===== src/rtl/alu_seq_pkg.sv =====
// alu_seq_pkg: state type, opcode constants and decode helpers shared by the
// alu_cmd_sequencer files.
// Build option: define ALU_SEQ_LOADIMM_EN to make opcode 0xF a load-immediate.
package alu_seq_pkg;

  typedef enum logic [1:0] {
    IDLE,
    ISSUE,
    RESP
  } state_t;

  localparam logic [3:0] OP_AND  = 4'h0;
  localparam logic [3:0] OP_OR   = 4'h1;
  localparam logic [3:0] OP_ADD  = 4'h2;
  localparam logic [3:0] OP_XOR  = 4'h3;
  localparam logic [3:0] OP_NOT  = 4'h4;
  localparam logic [3:0] OP_PASS = 4'h5;
  localparam logic [3:0] OP_SUB  = 4'h6;
  localparam logic [3:0] OP_NAND = 4'h7;
  localparam logic [3:0] OP_SHL  = 4'h8;
  localparam logic [3:0] OP_SHR  = 4'h9;
  localparam logic [3:0] OP_LDI  = 4'hF;

`ifdef ALU_SEQ_LOADIMM_EN
  localparam bit LDI_EN = 1'b1;
`else
  localparam bit LDI_EN = 1'b0;
`endif

  // Ops for which the ALU drives a meaningful carry-out.
  function automatic logic carry_updates(input logic [3:0] op);
    case (op)
      OP_AND, OP_OR, OP_ADD, OP_SUB, OP_SHL, OP_SHR: return 1'b1;
      default:                                       return 1'b0;
    endcase
  endfunction

  function automatic logic is_ldi(input logic [3:0] op);
    return LDI_EN && (op == OP_LDI);
  endfunction

  function automatic logic op_legal(input logic [3:0] op);
    case (op)
      OP_AND, OP_OR, OP_ADD, OP_XOR, OP_NOT,
      OP_PASS, OP_SUB, OP_NAND, OP_SHL, OP_SHR: return 1'b1;
      OP_LDI:                                   return LDI_EN;
      default:                                  return 1'b0;
    endcase
  endfunction

endpackage


===== src/rtl/alu_seq_regfile.sv =====
// alu_seq_regfile: NREG x N register file, two asynchronous read ports,
// one synchronous write port, cleared by asynchronous active-low reset.
module alu_seq_regfile
  import alu_seq_pkg::*;
#(
  parameter int unsigned N    = 4,
  parameter int unsigned NREG = 4,
  localparam int unsigned AW  = $clog2(NREG)
) (
  input  logic          clk,
  input  logic          rst_n,
  input  logic [AW-1:0] ra_addr,
  output logic [N-1:0]  ra_data,
  input  logic [AW-1:0] rb_addr,
  output logic [N-1:0]  rb_data,
  input  logic          we,
  input  logic [AW-1:0] wa,
  input  logic [N-1:0]  wd
);

  logic [N-1:0] mem [NREG];

  // Storage: cleared on reset, single write port.
  always_ff @(posedge clk or negedge rst_n) begin
    if (!rst_n) begin
      for (int unsigned i = 0; i < NREG; i++) begin
        mem[i] <= '0;
      end
    end else if (we) begin
      mem[wa] <= wd;
    end
  end

  // Asynchronous read ports.
  always_comb begin
    ra_data = mem[ra_addr];
    rb_data = mem[rb_addr];
  end

endmodule


===== src/rtl/alu_cmd_sequencer.sv =====
// alu_cmd_sequencer: accepts ALU commands, fetches operands from the local
// register file, drives the external combinational ALU for one cycle, writes
// the result back and returns a response.
// Build option: define ALU_SEQ_LOADIMM_EN to enable opcode 0xF load-immediate.
module alu_cmd_sequencer
  import alu_seq_pkg::*;
#(
  parameter int unsigned N    = 4,
  parameter int unsigned NREG = 4,
  localparam int unsigned AW  = $clog2(NREG)
) (
  input  logic          clk_i,
  input  logic          rst_n_i,
  input  logic          cmd_valid_i,
  output logic          cmd_ready_o,
  input  logic [3:0]    cmd_op_i,
  input  logic [AW-1:0] cmd_rd_i,
  input  logic [AW-1:0] cmd_rs1_i,
  input  logic [AW-1:0] cmd_rs2_i,
  input  logic          cmd_usec_i,
  input  logic          cmd_flagin_i,
  input  logic [N-1:0]  cmd_imm_i,
  output logic [N-1:0]  alu_a_o,
  output logic [N-1:0]  alu_b_o,
  output logic [3:0]    alu_cont_o,
  output logic          alu_flagin_o,
  input  logic [N-1:0]  alu_result_i,
  input  logic          alu_flagout_i,
  input  logic          alu_flagz_i,
  output logic          rsp_valid_o,
  input  logic          rsp_ready_i,
  output logic [N-1:0]  rsp_result_o,
  output logic          rsp_carry_o,
  output logic          rsp_zero_o,
  output logic          rsp_err_o
);

  state_t        state;
  logic [3:0]    op_q;
  logic [AW-1:0] rd_q;
  logic [N-1:0]  imm_q;
  logic          legal_q;
  logic          ldi_q;
  logic          carry_q;
  logic          zero_q;

  logic [N-1:0]  rs1_data;
  logic [N-1:0]  rs2_data;
  logic          wr_en;
  logic [N-1:0]  wr_data;
  logic          carry_next;
  logic          zero_next;

  alu_seq_regfile #(
    .N    (N),
    .NREG (NREG)
  ) u_regfile (
    .clk     (clk_i),
    .rst_n   (rst_n_i),
    .ra_addr (cmd_rs1_i),
    .ra_data (rs1_data),
    .rb_addr (cmd_rs2_i),
    .rb_data (rs2_data),
    .we      (wr_en),
    .wa      (rd_q),
    .wd      (wr_data)
  );

  // Write-back and next-flag values, used only at the end of ISSUE.
  always_comb begin
    wr_en      = (state == ISSUE) && legal_q;
    wr_data    = ldi_q ? imm_q : alu_result_i;
    carry_next = (!ldi_q && carry_updates(op_q)) ? alu_flagout_i : carry_q;
    zero_next  = ldi_q ? (imm_q == '0) : alu_flagz_i;
  end

  // Control FSM with registered handshake, ALU and response outputs.
  // The carry-in select is resolved at accept time: carry_q cannot change
  // between accept and ISSUE, so this equals selecting during ISSUE.
  always_ff @(posedge clk_i or negedge rst_n_i) begin
    if (!rst_n_i) begin
      state        <= IDLE;
      op_q         <= '0;
      rd_q         <= '0;
      imm_q        <= '0;
      legal_q      <= 1'b0;
      ldi_q        <= 1'b0;
      carry_q      <= 1'b0;
      zero_q       <= 1'b0;
      cmd_ready_o  <= 1'b0;
      alu_a_o      <= '0;
      alu_b_o      <= '0;
      alu_cont_o   <= '0;
      alu_flagin_o <= 1'b0;
      rsp_valid_o  <= 1'b0;
      rsp_result_o <= '0;
      rsp_carry_o  <= 1'b0;
      rsp_zero_o   <= 1'b0;
      rsp_err_o    <= 1'b0;
    end else begin
      case (state)
        IDLE: begin
          if (cmd_valid_i && cmd_ready_o) begin
            op_q         <= cmd_op_i;
            rd_q         <= cmd_rd_i;
            imm_q        <= cmd_imm_i;
            legal_q      <= op_legal(cmd_op_i);
            ldi_q        <= is_ldi(cmd_op_i);
            alu_a_o      <= rs1_data;
            alu_b_o      <= rs2_data;
            alu_cont_o   <= (op_legal(cmd_op_i) && !is_ldi(cmd_op_i)) ? cmd_op_i : OP_AND;
            alu_flagin_o <= cmd_usec_i ? carry_q : cmd_flagin_i;
            cmd_ready_o  <= 1'b0;
            state        <= ISSUE;
          end else begin
            cmd_ready_o  <= 1'b1;
          end
        end
        ISSUE: begin
          rsp_valid_o <= 1'b1;
          state       <= RESP;
          if (legal_q) begin
            carry_q      <= carry_next;
            zero_q       <= zero_next;
            rsp_result_o <= wr_data;
            rsp_carry_o  <= carry_next;
            rsp_zero_o   <= zero_next;
            rsp_err_o    <= 1'b0;
          end else begin
            rsp_result_o <= '0;
            rsp_carry_o  <= carry_q;
            rsp_zero_o   <= zero_q;
            rsp_err_o    <= 1'b1;
          end
        end
        RESP: begin
          if (rsp_ready_i) begin
            rsp_valid_o <= 1'b0;
            cmd_ready_o <= 1'b1;
            state       <= IDLE;
          end
        end
        default: begin
          state <= IDLE;
        end
      endcase
    end
  end

endmodule


===== config.mk =====
export PLATFORM = sky130hd
export DESIGN_NAME = alu_cmd_sequencer
export DESIGN_NICKNAME = d
export VERILOG_FILES = /design/src/rtl/alu_seq_pkg.sv /design/src/rtl/alu_seq_regfile.sv /design/src/rtl/alu_cmd_sequencer.sv
export SDC_FILE = /design/constraint.sdc
export NUM_CORES = 1
export LEC_CHECK = 0
export CAP_MARGIN = 20
export CORE_UTILIZATION = 49
export DETAILED_ROUTE_END_ITERATION = 8
export GPL_ROUTABILITY_DRIVEN = 1
export GPL_TIMING_DRIVEN = 0
export PLACE_DENSITY_LB_ADDON = 0.25
export SYNTH_ARGS = -nofsm -noshare
export SYNTH_HDL_FRONTEND = slang
export SYNTH_SLANG_ARGS = --single-unit

===== constraint.sdc =====
create_clock -name clk_i -period 2.2 [get_ports clk_i]
set_input_delay 0.22 -clock clk_i [delete_from_list [all_inputs] [get_ports clk_i]]
set_output_delay 0.22 -clock clk_i [all_outputs]
set_load 0.005 [all_outputs]

# Word-level counts from Yosys, hierarchy flattened
# Memory sizes are Yosys's and may differ from the RTL's. A register that Yosys moved wholly into a read port is not among the register bits.
# Index checks and enable logic that the tools add are counted.
[op_classes]
n_mux = 24
eq_ne = 9
bitwise = 3
reduce_logical = 15
n_lt_le_gt_ge = 4
[ops]
columns = ["operator", "n"]
rows = [
  ["two-way mux 4 bit", 7],
  ["binary-select mux 4 bit (select 2 bit)", 2],
  ["bitwise mux 16 bit", 1],
  ["AND reduction 2 bit", 5],
  [">= comparator 3 bit (second input constant)", 3],
  ["NOT 2 -> 3 bit", 3],
  ["demux 4 bit (select 2 bit)", 1],
  ["equality test 4 bit (second input constant)", 2],
  ["two-way mux 1 bit", 8],
  ["one-hot mux 2 bit (3 select lines)", 1],
  ["OR reduction 6 bit", 1],
  ["equality test 4 x 1 -> 1 bit (second input constant)", 1],
  ["equality test 4 x 2 -> 1 bit (second input constant)", 1],
  ["equality test 4 x 3 -> 1 bit (second input constant)", 1],
  ["zero test 4 bit", 1],
  ["two-way mux 2 bit", 2],
  ["inequality test 2 bit (second input constant)", 2],
  ["one-hot mux 1 bit (2 select lines)", 2],
  ["nonzero test 2 bit", 2],
  ["logical AND 1 bit", 3],
  ["< comparator 3 x 1 -> 1 bit (second input constant)", 1],
  ["AND reduction 3 bit", 1],
  ["equality test 2 x 1 -> 1 bit (second input constant)", 1],
  ["equality test 2 bit (second input constant)", 1],
  ["2 further kinds", 2],
]
[totals]
register_bits = 46
memories = 2
in_bits = 26
output_inout_bits = 22
elab_cells = 74
rom_bits = 32
[memory_table]
columns = ["name", "words", "width", "read_ports", "rd_clocked_by_memory_dff", "wr", "line", "text"]
rows = [
  ["(no name shown)", 16, 1, 1, 1, 0, "alu_seq_pkg.sv:43", "case (op)"],
  ["(no name shown)", 16, 1, 1, 0, 0, "alu_seq_pkg.sv:43", ""],
]

# Longest topological paths before layout
[logic_depth]
depth_word = 6
ltp_mapped = 5
depth_no_buf = 4

# Cells and area by module
# A second synthesis with hierarchy kept.
[hier_totals]
cells_unflattened = 174
hier_area_um2 = 2058.2
[modules_own_cells]
columns = ["mod", "n_inst", "area_each_um2", "seq_area_each_um2", "cells_per_inst"]
rows = [
  ["alu_cmd_sequencer", 1, 1251.2, 775.7, 130],
  ["alu_seq_regfile", 1, 807.0, 400.4, 44],
]

# Worst setup path before layout
# No wires, ideal clock.
[synth_path]
path_kind = "flip-flop to flip-flop"
startpoint = "register state[1]"
endpoint = "register u_regfile.mem[4] (netlist bit)"
synth_period_minus_slack_ps = 1515
path_stages_with_launch = 4
slack_ps = 685
path_buffers = 0
arrival_time_ps = 1390
t_required_ps = 2075
setup_ps = 125
cell_sequence = "dfrtp_1 nand3b_2 or3b_4 mux2_4"
[synth_between]
elab_chain_len = 2
[synth_rtl]
columns = ["element", "line", "text"]
rows = [
  ["from (decl)", "alu_cmd_sequencer.sv:38", "state_t state;"],
  ["from (signal assigned)", "alu_cmd_sequencer.sv:82", "state <= IDLE;"],
  ["from (signal assigned)", "alu_cmd_sequencer.sv:114", "state <= ISSUE;"],
  ["from (signal assigned)", "alu_cmd_sequencer.sv:121", "state <= RESP;"],
  ["equality test 2 x 1 -> 1 bit", "alu_cmd_sequencer.sv:71", "wr_en = (state == ISSUE) && legal_q;"],
  ["logical AND 1 bit", "alu_cmd_sequencer.sv:71", ""],
  ["to (signal, indexed assignment)", "alu_seq_regfile.sv:30", "mem[wa] <= wd;"],
  ["to (decl)", "alu_seq_regfile.sv:21", "logic [N-1:0] mem [NREG];"],
]
# No other way between the ends.
# A chain may end at the register's enable or synchronous reset.

# Final worst setup path
[layout_path]
startpoint = "register state[1]"
endpoint = "register u_regfile.mem[13] (netlist bit)"
# The elaborated chain is that of the path after synthesis.

==> summary.txt <==
status -> completed
area share of and/or/nand/nor cells after synthesis -> 18.7%
Top Ports -> 48
Reg clk slew, reported paths -> 0.09 ns
FF+latch count, synth -> 47
FFs w/ async S/R, synth -> 100%
Routed WL -> 4.31 mm
CP Capture Type -> flop
largest cells by area after synthesis -> dfrtp_1, nand2_1, mux4_2
post-synth top area share -> 57.7%
routed vias/inst -> 5.31
first-pass GRT wire length -> 7.01 mm
Die Y -> 66.5 um
top_reg_cell synth -> dfrtp_1
Syn Area/Cell -> 11.7 sq um
# H-tree levels -> 2
vias -> 1,477
post-route ant nets -> 0
Crit path arrival time -> 1.96 ns
Num CTS Buffers -> 5
Hold Violations, Final -> 0
antenna cell count -> 0
Slew @ Worst Pin -> 0.603 ns
Nets -> 253
Final Util -> 66.9%
slew margin rel. -> 59.5%
top cells by count, synth -> nand2_1, dfrtp_1, mux2_2
fmax -> 565 MHz
Tot GR Track Use -> 21.9%
area grow syn2layout -> 31.2%
Detailed Place HPWL -> 3.28 mm
Max Root-Sink Buffers -> 2
initial antenna violation count -> 0
pwr dens -> 1300 nW/um^2
Clock Skews -> 0.00640 ns
Die X -> 66.5 um
top-count cell post-synth -> nand2_1
number of global-route vias before repair -> 1,431
MaxCap Viol Count -> 0
Placer Congestion -> 0.765
Final setup viols -> 0
synth unique cells -> 24
Synth Area in Adders -> 0%
# DRC -> 0
root buffer cell -> clkbuf_8
largest net degree at the start of global routing -> 37
final max-slew violation count -> 0
Sink Count -> 47
Core Area -> 4000 sq um
fill cell count -> 296
mux cell area share after synthesis -> 20.0%
VDD IR max -> 0.863 mV
Setup WS post-layout -> 0.430 ns
Setup CP Type -> flop to flop
cell count after synthesis -> 175
Syn Nets -> 201
Skew-Pair Late Insertion Delay -> 0.30 ns
Synth Cell Area -> 2040 sq um
slowest CP cell -> nor3_1
Setup WS pre-CTS -> 0.437 ns
RSZ-0062 raised after global routing -> false
grt total ovfl -> 0
worst stage delay on the critical path -> 0.51 ns
largest family of logic cells by synthesized area -> multiplexers
cells along the critical path -> nand3b_2 -> nor3_1 -> mux2_2
share of post-route cells with drive strength above 1 -> 17.5%
Ys Warns -> 0
final worst path period need -> 1.77 ns
Final Power -> 3.49 mW
drt first pass iters -> 4
drt wl/cell -> 15.5 um
EDFF count, synth -> 0
CP max FO -> 6
TritonCTS clock tree -> yes
P_leak -> 1.25 nW
sequential area share after synthesis -> 57.7%
Synth area leader -> dfrtp_1
Initial Utilization -> 51.0%
Final Cycle Share -> 80.5%
critical path's top delay family -> simple AND/OR/NAND/NOR gates
critical path launch point type -> flop
# rows -> 23
Hold/Removal Path Class -> primary input to async pin
critical path required time -> 2.39 ns
Synth Area in Compound Gates -> 2.09%
# port buffers -> 43
post-synthesis xor/xnor area fraction -> 0%
DR iter-0 viols -> 78
WP buf/inv -> 0
die area -> 4420 sq um
[per-stage QoR]
| step | cells | instance area, sq um | setup TNS, ns | hold WS [ns] |
|---|---|---|---|---|
| after detailed placement | 269 | 2550 | 0 | 0.123 |
| final | 278 | 2680 | 0 | 0.346 |
| after floorplan | 175 | 2040 | 0 | -0.0756 |
| after global placement | 268 | 2530 | -10.97 | 0.454 |
| after global routing | 278 | 2680 | 0 | 0.355 |
| after CTS | 278 | 2680 | 0 | 0.347 |
[final cells by class]
class                           instances  area (sq um)  share of cell area, %
Buffer                                  5          20.0                  0.748
Tap cell                               50          62.6                   2.34
Timing Repair Buffer                   45           455                   17.0
Multi-Input combinational cell        120           832                   31.1
Inverter                                3          11.3                  0.421
Clock inverter                          2          35.0                   1.31
Sequential cell                        47          1180                   44.0
Clock buffer                            6          82.6                   3.09
[what timing repair did]
item / CTS / global route
hold buffers: 1 / 0
resized for setup: 0 / 0
hold endpoints to repair: 11 / 0
buffers inserted: 0 / 0
[worst reg2reg max path, delay by kind of cell, from the launching register on]
| kind | cells | cell delay, ns |
|---|---|---|
| DFF | 1 | 0.44 |
| and+or+nand+nor | 2 | 0.82 |
| muxes | 1 | 0.40 |
[state kept, by name, indices dropped and copies added, names as in the netlist]
name / flops
rsp_result_o: 4
cmd_ready_o: 1
alu_flagin_o: 1
alu_b_o: 4
rsp_err_o: 1
u_regfile.mem: 16
legal_q: 1
alu_cont_o: 4
state: 2
rsp_valid_o: 1
rd_q: 2
alu_a_o: 4
zero_q: 1
op_q: 4
carry_q: 1
[power breakdown]
part / total [mW] / internal, mW / switching (mW)
sequential: 1.56 / 1.27 / 0.292
clock: 0.653 / 0.368 / 0.285
combinational: 1.27 / 0.771 / 0.503
[routing by layer]
layer | part of all wire (%) | up-vias | track usage, %
li1 | - | 695 | -
met1 | 45 | 735 | 29.0
met2 | 49 | 43 | 35.7
met3 | 5.1 | 4 | 5.82
met4 | 0.97 | 0 | 5.59
met5 | 0 | - | 0
[logic make-up (layout without fill, tap and decap cells)]
kind of cell | Yosys count | in the layout
muxes | 27 | 27
and+or+nand+nor | 85 | 85
DFF | 47 | 47
AOI/OAI and AO/OA | 8 | 8
buffers and inverters | 8 | 61
[placed cells by master, fill, tap and decap left out]
cell type and instances:
nand2_1 63, bufinv_16 1, buf_2 1, nor3b_1 1
nand3_1 6, nand3b_1 2, mux2_4 4, clkbuf_8 6
buf_12 1, nand3b_2 1, clkdlybuf4s50_1 42, and2b_1 1
clkinv_2 1, inv_1 3, clkbuf_2 1, or3b_4 1
nor3_1 1, nand4_1 1, nor2_1 4, nand2b_1 2
mux2_2 14, o21ai_0 5, dlygate4sd3_1 1, nor3b_2 1
nand4bb_1 1, mux2i_1 1, dfrtp_1 47, mux4_2 8
a21oi_1 2, o21bai_1 1, clkbuf_1 4
[path summary, 6_finish.rpt]
| kind | startpoint | endpoint | slack (ns) | cells after the start |
|---|---|---|---|---|
| setup / recovery | state[1] | u_regfile.mem[13] | 0.43 | 3 |
| hold / removal | rst_n_i | zero_q | 0.35 | 2 |
| setup reg to reg | state[1] | u_regfile.mem[13] | 0.43 | 3 |
| hold reg to reg | alu_cont_o[2] | alu_cont_o[2] | 0.47 | 2 |
| max in group asynchronous | rst_n_i | u_regfile.mem[6] | 1.37 | 3 |
| min in group clk_i | alu_cont_o[2] | alu_cont_o[2] | 0.47 | 2 |
(Power assumes the default switching activity.)
==> RTL change 1: new RTL, same settings <==
The 3 states of `state_t` get a one-hot encoding in 3 bits.
--- a/src/rtl/alu_seq_pkg.sv
+++ b/src/rtl/alu_seq_pkg.sv
@@ -4,8 +4,8 @@
 package alu_seq_pkg;
 
-  typedef enum logic [1:0] {
-    IDLE,
-    ISSUE,
-    RESP
+  typedef enum logic [2:0] {
+    IDLE  = 3'b001,
+    ISSUE = 3'b010,
+    RESP  = 3'b100
   } state_t;
 
Check against the original RTL: same outputs for any inputs over 10 cycles, from zero or initial values and one cycle with rst_n_i low; not proved beyond that.
==> RTL change 1 against the original RTL <==
Sequential share of layout area down 1.9 points. Worst setup slack got worse by 0.0084 ns. Clock power is 19% lower. Wire length shrank 0.95%. Sequential cell count is 1 higher. Power rose by 6.6%. Area after synthesis up 10%. Synthesized cell count decreased by 15%. Final area is 6.7% higher. Critical path type unchanged. Critical endpoint is now alu_a_o[3].
==> RTL change 1: results (changes against the original RTL) <==
| Metric | Value |
|---|---|
| Post-CTS Resized | `0 (unchanged)` |
| Gr usage total | `0.195 (-0.0241)` |
| Fill count | `317 (+7.1%)` |
| Reg clk slew, reported paths | `0.09 ns (about the same)` |
| Synth cell types | `31 (+29%)` |
| Max FFs per register | `16 (unchanged)` |
| FF-to-FF setup slack | `0.42 ns` |
| First-pass GRT wire length | `7220 um (+3.0%)` |
| Largest net degree at the start of global routing | `40 (+8.1%)` |
| Vias in the first global route | `1419 (-0.84%)` |
| First DRT Iteration DRCs | `56 (-28%)` |
| Clock skew | `0.00977 ns (+0.00337 ns)` |
| Nets | `226 (-11%)` |
| Post-DP HPWL | `3240 um (-1.2%)` |
| Biggest register | `u_regfile.mem` |
| Area contributors post-synth | `dfrtp_1, mux2_4, mux2_2` |
| Register area share after synthesis | `0.536 (-0.0407)` |
| Skew-Pair Late Insertion Delay | `0.30 ns (about the same)` |
| Commonest cells in the netlist | `dfrtp_1, mux2_2, mux2_4, nand2_1, mux4_2` |
| Vias per inst | `5.37 (+1.0%)` |
| Worst r2r src | `state[0]` |
| Post-synth net total | `174 (-13%)` |
| Met1 Use GR | `0.237 (-0.0531)` |
| Post-synth ARST share | `1.00 (unchanged)` |
| Worst-case reg-to-reg path depth | `6 (+3)` |
| Critical path's slowest cell | `dfstp_2` |
| CP arrival | `1.96 ns (about the same)` |
| Placed cells | `244 (-9.3%)` |
| Lkg Pwr | `1.27 nW (+1.7%)` |
| Slowest cell delay on critical path | `0.54 ns (+0.03 ns)` |
| Area after DPL | `2750 um^2 (+8.1%)` |
| Synthesis Warnings | `0 (unchanged)` |
| Status | `finished clean` |
| GPL Wtd Cong | `0.777 (+1.6%)` |
| Finished Layout Cells | `253 (-9.0%)` |
| Worst-path maximum fanout | `10 (+4)` |
| Reg2reg end | `alu_a_o[3]` |
| Met3 Use GR | `0.0480 (-0.0103)` |
| Root buffer cell | `clkbuf_8` |
| Post-synth EDFFs | `0 (unchanged)` |
| Pre-CTS setup slack | `0.357 ns (-0.0800 ns)` |
| VDD IR max | `0.000732 V (-15%)` |
| Layout cells sized above 1 | `0.338 (+0.163)` |
| Post-CTS setup-driven buffer insertion count | `0 (unchanged)` |
| Internal power | `2.63 mW (+9.2%)` |
| TritonRoute pass-1 iters | `4 (unchanged)` |
| Slew HR | `0.773 (+0.178)` |
| Final ANT Viol Nets | `0 (unchanged)` |
| WL final | `4270 um (-0.95%)` |
| Min-Delay Path Class | `in -> async` |
| Global Route met2 Usage | `0.338 (-0.0195)` |
| Num CTS Buffers | `5 (unchanged)` |
| Avg Cell Area, Syn | `15.2 um^2 (+30%)` |
RTL change 1: cell count changes in the layout (fill, tap and decap cells not counted), sizes merged, moves of 2 or more:
cell / before / now
nand2: 63 / 10
mux2: 18 / 39
buf: 2 / 8
clkbuf: 11 / 6
nand3: 6 / 2
inv: 3 / 5
nor2: 4 / 2
nor2b: 0 / 2
o21ai: 5 / 7
RTL change 1: layout make-up:
class,instances,area share
clock inverter,3,0.00789
timing repair buffer,45,0.160
multi-input combinational,89,0.332
buffer,7,0.0272
tap,52,0.0228
sequential,48,0.421
clock buffer,5,0.0241
inverter,4,0.00526
RTL change 1: per-stage QoR:
step	setup TNS, ns	hold WS, ns	utilization
final	0	0.306	0.651
after global routing	0	0.305	0.651
after CTS	0	0.301	0.651
after detailed placement	0	0.104	0.628
after global placement	-15.19	0.467	0.625
after floorplan	0	-0.0756	-
RTL change 1: routing by layer:
metal  share of wire  up-vias
li1                -      640
met1            0.43      688
met2            0.52       26
met3           0.031        4
met4          0.0091        0
met5               0        -
RTL change 1: worst max-delay path by stage:
stage / startpoint / slack, ns / end
floorplan: state[0] / 0.54 / alu_a_o[0]
global placement: rst_n_i / -0.33 / u_regfile.mem[4]
detailed placement: cmd_valid_i / 0.36 / alu_a_o[3]
CTS: state[0] / 0.42 / alu_a_o[3]
global route: state[0] / 0.35 / alu_a_o[3]
finish: state[0] / 0.42 / alu_a_o[3]
RTL change 1: what timing repair did:
action	in CTS	in global routing
hold endpoints to repair	8	0
endpoints found under the setup margin	0	0
hold buffers	1	0
RTL change 1: power by group through the flow:
stage	Sequential (mW)	Combinational, mW	Clock [mW]
after global routing	1.68	1.68	0.591
after CTS	1.62	1.59	0.552
final	1.62	1.57	0.532
after global placement	1.60	1.52	0
after floorplan	1.57	0.980	0
after detailed placement	1.64	1.58	0
RTL change 1: logic make-up after synthesis:
group                  share of synthesized area
AND/OR/NAND/NOR                           0.0747
flip-flops                                 0.536
buffers and inverters                     0.0413
AO/OA/AOI/OAI                             0.0346
multiplexers                               0.313
RTL change 1: worst max-delay path, delay by kind of cell (launching register included):
kind                   cells  cell delay, ns
multiplexers               1            0.30
buffers and inverters      3            0.42
AND/OR/NAND/NOR            2            0.41
flip-flops                 1            0.54
==> RTL change 2: new RTL, same flow settings <==
Made on the original files. The option `ALU_SEQ_LOADIMM_EN` is turned on by a define.
--- a/src/rtl/alu_seq_pkg.sv
+++ b/src/rtl/alu_seq_pkg.sv
@@ -2,4 +2,6 @@
 // alu_cmd_sequencer files.
 // Build option: define ALU_SEQ_LOADIMM_EN to make opcode 0xF a load-immediate.
+`define ALU_SEQ_LOADIMM_EN
+
 package alu_seq_pkg;
 
Check against the original RTL: not equivalent (Yosys sat finds a counterexample within 4 cycles, from zero or initial values and one cycle with rst_n_i low).
==> RTL change 2 against the original RTL <==
The run now ends with design-rule violations left. Worst hold slack improved by 0.078 ns. Clock power barely moved. Final cell count rose by 10%. Wire length rose by 9.5%. Global-route usage fell by 0.69 points. Largest power group unchanged. Clock skew fell by 0.00054 ns. Largest cell class unchanged. Area after synthesis rose by 15%. Sequential cell count rose by 5. Combinational power rose by 12%. First-iteration DRC count rose by 62%. Power rose by 10%. Synthesized cell count rose by 13%. Final area rose by 13%. Highest routed layer unchanged. Worst setup slack improved by 0.19 ns. Critical endpoint is now u_regfile.mem[4].
==> RTL change 2: results (changes against the original RTL) <==
| Metric | Value |
|---|---|
| Status | `finished with violations` |
| Violated checks | `design-rule violations` |
| Post-synth net total | `223 (+11%)` |
| Worst-case reg-to-reg path depth | `3 (unchanged)` |
| First-pass GRT wire length | `7920 um (+13%)` |
| Min-Delay Path Class | `in -> reg` |
| Register area share after synthesis | `0.554 (-0.0229)` |
| Avg Cell Area, Syn | `11.9 um^2 (+2.3%)` |
| TritonRoute pass-1 iters | `6 (+2)` |
| Layout cells sized above 1 | `0.193 (+0.0175)` |
| Clock skew | `0.00586 ns (-0.000542 ns)` |
| Biggest register | `u_regfile.mem` |
| WL final | `4720 um (+9.5%)` |
| Commonest cells in the netlist | `nand2_1, dfrtp_1, mux2_2, mux2_4, mux4_2` |
| Reg2reg end | `u_regfile.mem[4]` |
| VDD IR max | `0.000603 V (-30%)` |
| Multiplexer area fraction after synthesis | `0.199 (-0.00138)` |
| Area contributors post-synth | `dfrtp_1, nand2_1, mux4_2` |
| Nets | `279 (+10%)` |
| Met3 Use GR | `0.0577 (-0.000554)` |
| Worst-path maximum fanout | `7 (+1)` |
| Vias per inst | `5.23 (-1.5%)` |
| GPL Wtd Cong | `0.769 (+0.51%)` |
| Finished Layout Cells | `306 (+10%)` |
| Post-DP HPWL | `3530 um (+7.7%)` |
| Slew of the pin with the lowest slew margin | `0.676 ns (+0.0723 ns)` |
| Post-synth ARST share | `1.00 (unchanged)` |
| DR DRC count | `4 (+4)` |
| Largest net degree at the start of global routing | `30 (-19%)` |
| FF-to-FF setup slack | `0.62 ns (+0.19 ns)` |
| Synth cell types | `29 (+21%)` |
| Synth Area in Compound Gates | `0.0421 (+0.0212)` |
| First DRT Iteration DRCs | `126 (+62%)` |
| Pre-CTS setup slack | `0.547 ns (+0.110 ns)` |
| CP arrival | `1.78 ns (-0.18 ns)` |
| Vias in the first global route | `1599 (+12%)` |
| Placed cells | `297 (+10%)` |
| Gr usage total | `0.212 (-0.00686)` |
| Lkg Pwr | `1.42 nW (+14%)` |
==> RTL change 2: cell types whose count changed after synthesis, moves of 2 or more <==
| cell | before | now |
|---|---|---|
| buf_2 | 0 | 5 |
| mux2_4 | 4 | 8 |
| dfrtp_1 | 47 | 52 |
| o21ai_0 | 5 | 7 |
| a22o_1 | 0 | 4 |
| clkbuf_1 | 4 | 1 |
| nand2_1 | 63 | 68 |
| nand3_1 | 6 | 2 |
==> RTL change 2: power by group <==
part	switching (mW)	leakage (nW)	internal [mW]	total, mW
combinational	0.547	0.719	0.874	1.42
sequential	0.369	0.648	1.40	1.77
clock	0.314	0.0552	0.338	0.652
total	1.23	1.42	2.61	3.84
==> RTL change 2: what timing repair did <==
| item | CTS | global route |
|---|---|---|
| setup buffers | 0 | 0 |
| hold buffers | 1 | 0 |
| hold endpoints to repair | 28 | 0 |
| gates resized for setup | 0 | 0 |
==> RTL change 2: worst max-delay path by stage <==
| stage | from | endpoint | slack [ns] | depth (start not counted) |
|---|---|---|---|---|
| finish | state[1] | u_regfile.mem[4] | 0.62 | 3 |
| global placement | rst_n_i | u_regfile.mem[5] | -0.57 | 1 |
| floorplan | state[1] | u_regfile.mem[4] | 0.79 | 3 |
| detailed placement | cmd_rs1_i[0] | alu_a_o[1] | 0.55 | 4 |
| global route | state[1] | u_regfile.mem[4] | 0.56 | 3 |
| CTS | state[1] | u_regfile.mem[4] | 0.63 | 3 |
==> RTL change 2: cells by family after synthesis <==
group	Yosys count
AND/OR/NAND/NOR	87
flip-flops	52
multiplexers	31
AO/OA/AOI/OAI	16
buffers and inverters	11
==> RTL change 2: area by class of cell <==
class / instances / area, um^2
Clock buffer: 6 / 72.6
Sequential cell: 52 / 1300
Multi-Input combinational cell: 134 / 993
Inverter: 4 / 15.0
Tap cell: 52 / 65.1
Buffer: 7 / 40.0
Timing Repair Buffer: 49 / 503
Clock inverter: 2 / 35.0
Fill cell: 334 / 1450
==> RTL change 2: per-layer routing <==
| layer | part of all wire | routed length [um] |
|---|---|---|
| met5 | 0 | 0 |
| met4 | 0.013 | 61 |
| met3 | 0.043 | 201 |
| met2 | 0.48 | 2260 |
| met1 | 0.47 | 2200 |
==> RTL change 2: critical path: stages, from the launching register on <==
cell	delay [ns]
dfrtp_1	0.46
nand3b_2	0.33
nor3b_4	0.31
mux2_2	0.37
==> RTL change 2: through the flow <==
step           hold WS (ns)   util  setup TNS [ns]  area [um^2]
3_3_place_gp          0.451  0.645          -29.36         2890
6_report              0.424  0.676               0         3030
3_5_place_dp          0.297  0.650               0         2910
2_1_floorplan       -0.0756      -               0         2350
4_1_cts               0.415  0.676               0         3030
5_1_grt               0.423  0.676               0         3030
